===== src/rtl/branch_predictor_pkg.sv =====
// Shared processor definitions for the branch predictor: counter encodings,
// counter operations and the saturating next-state rule.
package branch_predictor_pkg;

  localparam int XLEN_DEFAULT = 32;

  typedef enum logic [1:0] {
    CNT_STRONG_NT = 2'b00,
    CNT_WEAK_NT   = 2'b01,
    CNT_WEAK_T    = 2'b10,
    CNT_STRONG_T  = 2'b11
  } bp_cnt_e;

  typedef enum logic [1:0] {
    CNT_OP_INC,
    CNT_OP_DEC,
    CNT_OP_SET_WEAK_T,
    CNT_OP_SET_STRONG_T
  } bp_cnt_op_e;

  function automatic bp_cnt_e cnt_next(input bp_cnt_e cur, input bp_cnt_op_e op);
    bp_cnt_e nxt;
    nxt = cur;
    case (op)
      CNT_OP_INC:          nxt = (cur == CNT_STRONG_T)  ? CNT_STRONG_T  : bp_cnt_e'(cur + 2'b01);
      CNT_OP_DEC:          nxt = (cur == CNT_STRONG_NT) ? CNT_STRONG_NT : bp_cnt_e'(cur - 2'b01);
      CNT_OP_SET_WEAK_T:   nxt = CNT_WEAK_T;
      CNT_OP_SET_STRONG_T: nxt = CNT_STRONG_T;
      default:             nxt = cur;
    endcase
    return nxt;
  endfunction

endpackage


===== src/rtl/branch_predictor_sat_counter.sv =====
// Two-bit saturating direction counter for one predictor entry.
module bp_sat_counter
  import branch_predictor_pkg::*;
(
  input  logic       clk,
  input  logic       reset,
  input  logic       en,
  input  bp_cnt_op_e op,
  output bp_cnt_e    cnt
);

  always_ff @(posedge clk or negedge reset) begin
    if (!reset) begin
      cnt <= CNT_STRONG_NT;
    end else if (en) begin
      cnt <= cnt_next(cnt, op);
    end
  end

endmodule


===== src/rtl/branch_predictor.sv =====
// Direct-mapped branch target buffer with 2-bit direction counters,
// combinational fetch lookup and a free-running mispredict counter.
module branch_predictor
  import branch_predictor_pkg::*;
#(
  parameter int XLEN    = XLEN_DEFAULT,
  parameter int ENTRIES = 16,
  parameter int CNT_W   = 32
) (
  input  logic             clk,
  input  logic             reset,
  input  logic [XLEN-1:0]  F_pc,
  output logic             F_pred_taken,
  output logic [XLEN-1:0]  F_pred_target,
  input  logic             E_update,
  input  logic [XLEN-1:0]  E_pc,
  input  logic             E_is_jump,
  input  logic             E_taken,
  input  logic [XLEN-1:0]  E_target,
  input  logic             E_mispredict,
  input  logic             invalidate_all,
  output logic [CNT_W-1:0] mispredict_count
);

  localparam int IDX_W = $clog2(ENTRIES);
  localparam int TAG_W = XLEN - IDX_W - 2;

  if (ENTRIES < 2 || ENTRIES > 256 || (ENTRIES & (ENTRIES - 1)) != 0) begin : g_bad_entries
    $error("ENTRIES must be a power of two in 2..256");
  end

  logic             valid_q  [ENTRIES];
  logic [TAG_W-1:0] tag_q    [ENTRIES];
  logic [XLEN-1:0]  target_q [ENTRIES];
  bp_cnt_e          cnt      [ENTRIES];

  logic [IDX_W-1:0] f_idx;
  logic [TAG_W-1:0] f_tag;
  logic             f_hit;
  logic [1:0]       f_cnt;

  logic [IDX_W-1:0] e_idx;
  logic [TAG_W-1:0] e_tag;
  logic             e_hit;

  logic             wr_tag;
  logic             wr_target;
  logic             cnt_en;
  bp_cnt_op_e       cnt_op;

  // Instruction alignment bits never select an entry.
  logic unused_pc_bits;
  assign unused_pc_bits = ^{F_pc[1:0], E_pc[1:0]};

  assign f_idx = F_pc[IDX_W+1:2];
  assign f_tag = F_pc[XLEN-1:IDX_W+2];
  assign e_idx = E_pc[IDX_W+1:2];
  assign e_tag = E_pc[XLEN-1:IDX_W+2];

  assign f_hit         = valid_q[f_idx] && (tag_q[f_idx] == f_tag);
  assign f_cnt         = cnt[f_idx];
  assign F_pred_taken  = f_hit && f_cnt[1];
  assign F_pred_target = F_pred_taken ? target_q[f_idx] : '0;

  assign e_hit = valid_q[e_idx] && (tag_q[e_idx] == e_tag);

  // A flush of the whole table swallows any update arriving in the same cycle.
  always_comb begin
    wr_tag    = 1'b0;
    wr_target = 1'b0;
    cnt_en    = 1'b0;
    cnt_op    = CNT_OP_INC;
    if (!invalidate_all && E_update) begin
      if (E_is_jump) begin
        wr_tag    = 1'b1;
        wr_target = 1'b1;
        cnt_en    = 1'b1;
        cnt_op    = CNT_OP_SET_STRONG_T;
      end else if (e_hit) begin
        cnt_en = 1'b1;
        if (E_taken) begin
          wr_target = 1'b1;
          cnt_op    = CNT_OP_INC;
        end else begin
          cnt_op    = CNT_OP_DEC;
        end
      end else if (E_taken) begin
        wr_tag    = 1'b1;
        wr_target = 1'b1;
        cnt_en    = 1'b1;
        cnt_op    = CNT_OP_SET_WEAK_T;
      end
    end
  end

  always_ff @(posedge clk or negedge reset) begin
    if (!reset) begin
      for (int i = 0; i < ENTRIES; i++) begin
        valid_q[i]  <= 1'b0;
        tag_q[i]    <= '0;
        target_q[i] <= '0;
      end
    end else if (invalidate_all) begin
      for (int i = 0; i < ENTRIES; i++) begin
        valid_q[i] <= 1'b0;
      end
    end else begin
      if (wr_tag) begin
        valid_q[e_idx] <= 1'b1;
        tag_q[e_idx]   <= e_tag;
      end
      if (wr_target) begin
        target_q[e_idx] <= E_target;
      end
    end
  end

  for (genvar i = 0; i < ENTRIES; i++) begin : g_cnt
    bp_sat_counter u_cnt (
      .clk   (clk),
      .reset (reset),
      .en    (cnt_en && (e_idx == IDX_W'(i))),
      .op    (cnt_op),
      .cnt   (cnt[i])
    );
  end

  always_ff @(posedge clk or negedge reset) begin
    if (!reset) begin
      mispredict_count <= '0;
    end else if (E_mispredict) begin
      mispredict_count <= mispredict_count + 1'b1;
    end
  end

endmodule


===== config.mk =====
export PLATFORM = sky130hd
export DESIGN_NAME = branch_predictor
export DESIGN_NICKNAME = d
export VERILOG_FILES = /design/src/rtl/branch_predictor_pkg.sv /design/src/rtl/branch_predictor_sat_counter.sv /design/src/rtl/branch_predictor.sv
export SDC_FILE = /design/constraint.sdc
export NUM_CORES = 2
export LEC_CHECK = 0
export CORE_MARGIN = 4
export CORE_UTILIZATION = 55
export CTS_CLUSTER_SIZE = 40
export DETAILED_ROUTE_END_ITERATION = 10
export GPL_TIMING_DRIVEN = 0
export PLACE_DENSITY = 0.71
export REMOVE_ABC_BUFFERS = 1
export SLEW_MARGIN = 20
export SYNTH_ARGS = -nofsm -noshare
export SYNTH_HDL_FRONTEND = slang
export SYNTH_SLANG_ARGS = --single-unit

===== constraint.sdc =====
create_clock -name clk -period 6.9 [get_ports clk]
set_input_delay 1.725 -clock clk [delete_from_list [all_inputs] [get_ports clk]]
set_output_delay 1.725 -clock clk [all_outputs]
set_load 0.02 [all_outputs]

==> results.py <==
metrics = {
    "outcome": {
        "outcome": "complete, no violations",
    },
    "routing": {
        "drcViolationCount": 0,
        "drt-total-wl_um": 138000,
        "route.layer.met1.wl_um": 53900,
        "ant_nets": 0,
        "vias": 31200,
        "drtPass1Iterations": 6,
        "wl_met3_um": 9680,
        "post_drt_via_cell_ratio": 6.67,
        "top_layer": "met5",
        "dr_wl_met2_um": 69400,
        "wl_per_cell_um": 29.6,
        "drt_iter0_drc": 3051,
    },
    "synthesis": {
        "synth_edf_count": 0,
        "seq_area_frac_synth": 0.502,
        "syn_avg_cell_area_um2": 14.9,
        "syn-cell-area_um2": 50200,
        "ys.flop_type": "dfrtp_1",
        "synth_warnings": 0,
        "yosysUniqueCellTypes": 77,
        "synth_cells": 3366,
        "synth-async-reset-ratio": 1.00,
        "ys_ff_latch": 1008,
    },
    "pwr": {
        "power.density_nw_per_um2": 284,
        "clock_power_share": 0.362,
        "leakage_nw": 25.3,
        "ir_drop_mv": 0.228,
        "p_total_w": 0.0164,
        "p_int_w": 0.0122,
        "pwr-share-comb": 0.176,
        "switching_share": 0.258,
        "switchingPower_w": 0.00423,
        "seqPwrFrac": 0.462,
    },
    "die": {
        "core_area_um2": 90300,
        "die_h_um": 310,
        "rows": 110,
        "die-area_um2": 96200,
        "dieWidth_um": 310,
        "start_util": 0.556,
        "ios": 168,
    },
    "global_routing": {
        "grt-ovfl-total": 0,
        "grt_usage": 0.293,
        "antenna_found_initial": 7,
        "grt_pass1_wl_um": 212000,
        "grt_pass1_vias": 33700,
        "grt_max_degree": 158,
    },
    "sta": {
        "fin_skew_ns": 0.0351,
        "tightest_slew_ns": 1.01,
        "max_freq_ghz": 0.147,
        "setup_violations": 0,
        "fin_crit_sh": 0.988,
        "fin_crit_ns": 6.82,
        "rsz0062_at_grt": "yes",
        "whs_ns": 0.481,
        "finalMaxSlewViolations": 0,
        "hold_violations": 0,
        "slew_headroom": 0.328,
        "setup_ws_ns": 0.0809,
    },
    "clocking": {
        "numCtsBuffers": 109,
        "cts.path.max_buffers": 3,
        "cts_max_level": 3,
        "clkLatencyLatePin_ns": 0.70,
        "postCtsHoldBufs": 0,
        "cts_tree": "built",
        "clockRootBuffer": "clkbuf_16",
        "clock_sinks": 1008,
        "clkTransAtPathRegs_ns": 0.06,
    },
    "critical_path": {
        "crit_path_end_kind": "output port",
        "arrival_ns": 5.09,
        "crit_type": "in -> out",
        "cp-startpoint": "F_pc[2]",
        "critical_path.max_fanout": 8,
        "critPathLaunchType": "input port",
        "required_ns": 5.18,
        "r2r_start": "tag_q[163]$_DFFE_PN0P_",
    },
    "run": {
        "drv_cap": 0,
    },
    "placed_design": {
        "place_ws_ns": -2.09,
        "portBuffers": 163,
        "dp_hpwl_um": 81600,
        "gp_congestion": 0.865,
    },
    "layout": {
        "multi_input_area_um2": 23800,
        "nets": 3519,
        "drive_gt1_frac": 0.474,
        "syn_to_final_growth_pct": 15.1,
        "ff_latch_area_um2": 25200,
        "fillers": 6326,
    },
    "worst_hold_path": {
        "hold_class": "reg -> reg",
        "hp-start": "mispredict_count[31]$_DFFE_PN0P_",
    },
}
## cells in the mapped netlist (all sizes together) (4+ instances only)
master   count  share of area
o32a         4        0.00080
dfrtp     1008           0.50
a21oi       41         0.0041
nand2      107         0.0083
o22ai       19         0.0024
o31ai        6        0.00090
a31oi        6        0.00075
a221oi       6         0.0012
mux2i       54          0.011
clkbuf     182          0.014
o21ai       66         0.0066
o211ai       5        0.00075
xor2        28         0.0049
and2         7        0.00087
a22oi       15         0.0023
nor2        58         0.0044
a22o         5        0.00087
xnor2       53         0.0092
o2111ai      5        0.00087
o32ai        8         0.0014
a2111oi      4        0.00070
nand4       20         0.0025
nor3        16         0.0016
mux4       373           0.17
nand3       48         0.0050
a211oi      14         0.0021
mux2       933           0.21
inv         35         0.0026
nor2b       46         0.0057
nand2b      12         0.0015
buf        127          0.015
and3         4        0.00050
nor4         6         0.0012
## area by class of cell
type                            count  share of cell area
Sequential cell                  1008               0.436
Multi-Input combinational cell   2014               0.412
Inverter                           35             0.00227
Antenna cell                        4            0.000173
Tap cell                         1176              0.0254
Clock buffer                      155              0.0548
Clock inverter                     39             0.00878
Timing Repair Buffer              247              0.0608
## per-stage QoR
stage,area (um2),instances,setup TNS [ns],util
after floorplan,48800,3057,0,-
final,57800,4678,0,0.641
after global routing,57800,4674,-0.0147,0.640
after global placement,51900,4396,-,0.575
after detailed placement,53600,4460,-73.10,0.594
after CTS,57800,4674,0,0.641
## timing repair
action | CTS | global route
endpoints found under the hold margin | 0 | 0
setup buffers | 5 | 1
gates resized for setup | 145 | 12
pin swaps | 6 | 4
gates cloned | 15 | 0
setup endpoints to repair | 33 | 32
## power groups by stage
| stage | logic (W) | clock network [W] | registers (W) |
|---|---|---|---|
| CTS | 0.00290 | 0.00604 | 0.00755 |
| global route | 0.00310 | 0.00631 | 0.00768 |
| global placement | 0.00286 | 0 | 0.00759 |
| finish | 0.00288 | 0.00595 | 0.00758 |
| detailed placement | 0.00282 | 0 | 0.00765 |
| floorplan | 0.00194 | 0 | 0.00743 |
## worst max-delay path: stages
cell	delay (ns)
buf_16	0.14
buf_16	0.16
mux4_2	0.52
mux4_2	0.56
xnor2_4	0.27
nand4_1	0.36
nor3_4	0.36
nand4_1	0.19
buf_6	0.22
nor2b_1	0.24
clkdlybuf4s15_2	0.31
## layer usage
layer  GRT usage  up-vias
met5           0        -
met4       0.103        4
met3      0.0597      359
met2       0.495     1281
met1       0.382    16700
li1            -    12800
## sequential cells by signal, indices dropped and copies added (netlist names)
register	count
g_cnt.u_cnt.cnt	32
mispredict_count	32
tag_q	416
target_q	512
valid_q	16
## cell usage in the layout, fill, tap and decap left out, drive strengths merged, types with 15 or more instances in the layout
master | Yosys | layout
inv | 35 | 36
xnor2 | 53 | 53
nor2b | 46 | 46
a22oi | 15 | 15
nor3 | 16 | 16
nand4 | 20 | 20
dfrtp | 1008 | 1008
clkdlybuf4s50 | 0 | 121
nor2 | 58 | 58
o22ai | 19 | 19
clkinv | 0 | 26
clkbuf | 182 | 156
mux2i | 54 | 54
xor2 | 28 | 28
nand2 | 107 | 107
buf | 127 | 109
a21oi | 41 | 41
mux2 | 933 | 933
mux4 | 373 | 373
o21ai | 66 | 66
nand3 | 48 | 48
## logic make-up after synthesis
family	count (synthesis)	share of synthesized area
adder cells (fa/ha/maj)	1	0.000249
multiplexers	1360	0.387
AO/OA/AOI/OAI	223	0.0290
XOR/XNOR	81	0.0141
buffers and inverters	344	0.0314
AND/OR/NAND/NOR	349	0.0360
flip-flops	1008	0.502
## path summary, 6_finish.rpt
kind	endpoint	slack (ns)	cells past startpoint
hold / removal	mispredict_count[31]$_DFFE_PN0P_	0.48	1
setup reg to reg	g_cnt[10].u_cnt.cnt[1]$_DFFE_PN0P_	2.00	11
max in group asynchronous	target_q[80]$_DFFE_PN0P_	4.11	3
min in group asynchronous	tag_q[300]$_DFFE_PN0P_	0.93	1
hold reg to reg	mispredict_count[31]$_DFFE_PN0P_	0.48	1
setup / recovery	F_pred_target[31]	0.08	11
Note: power is estimated with default switching activity, not from simulation.
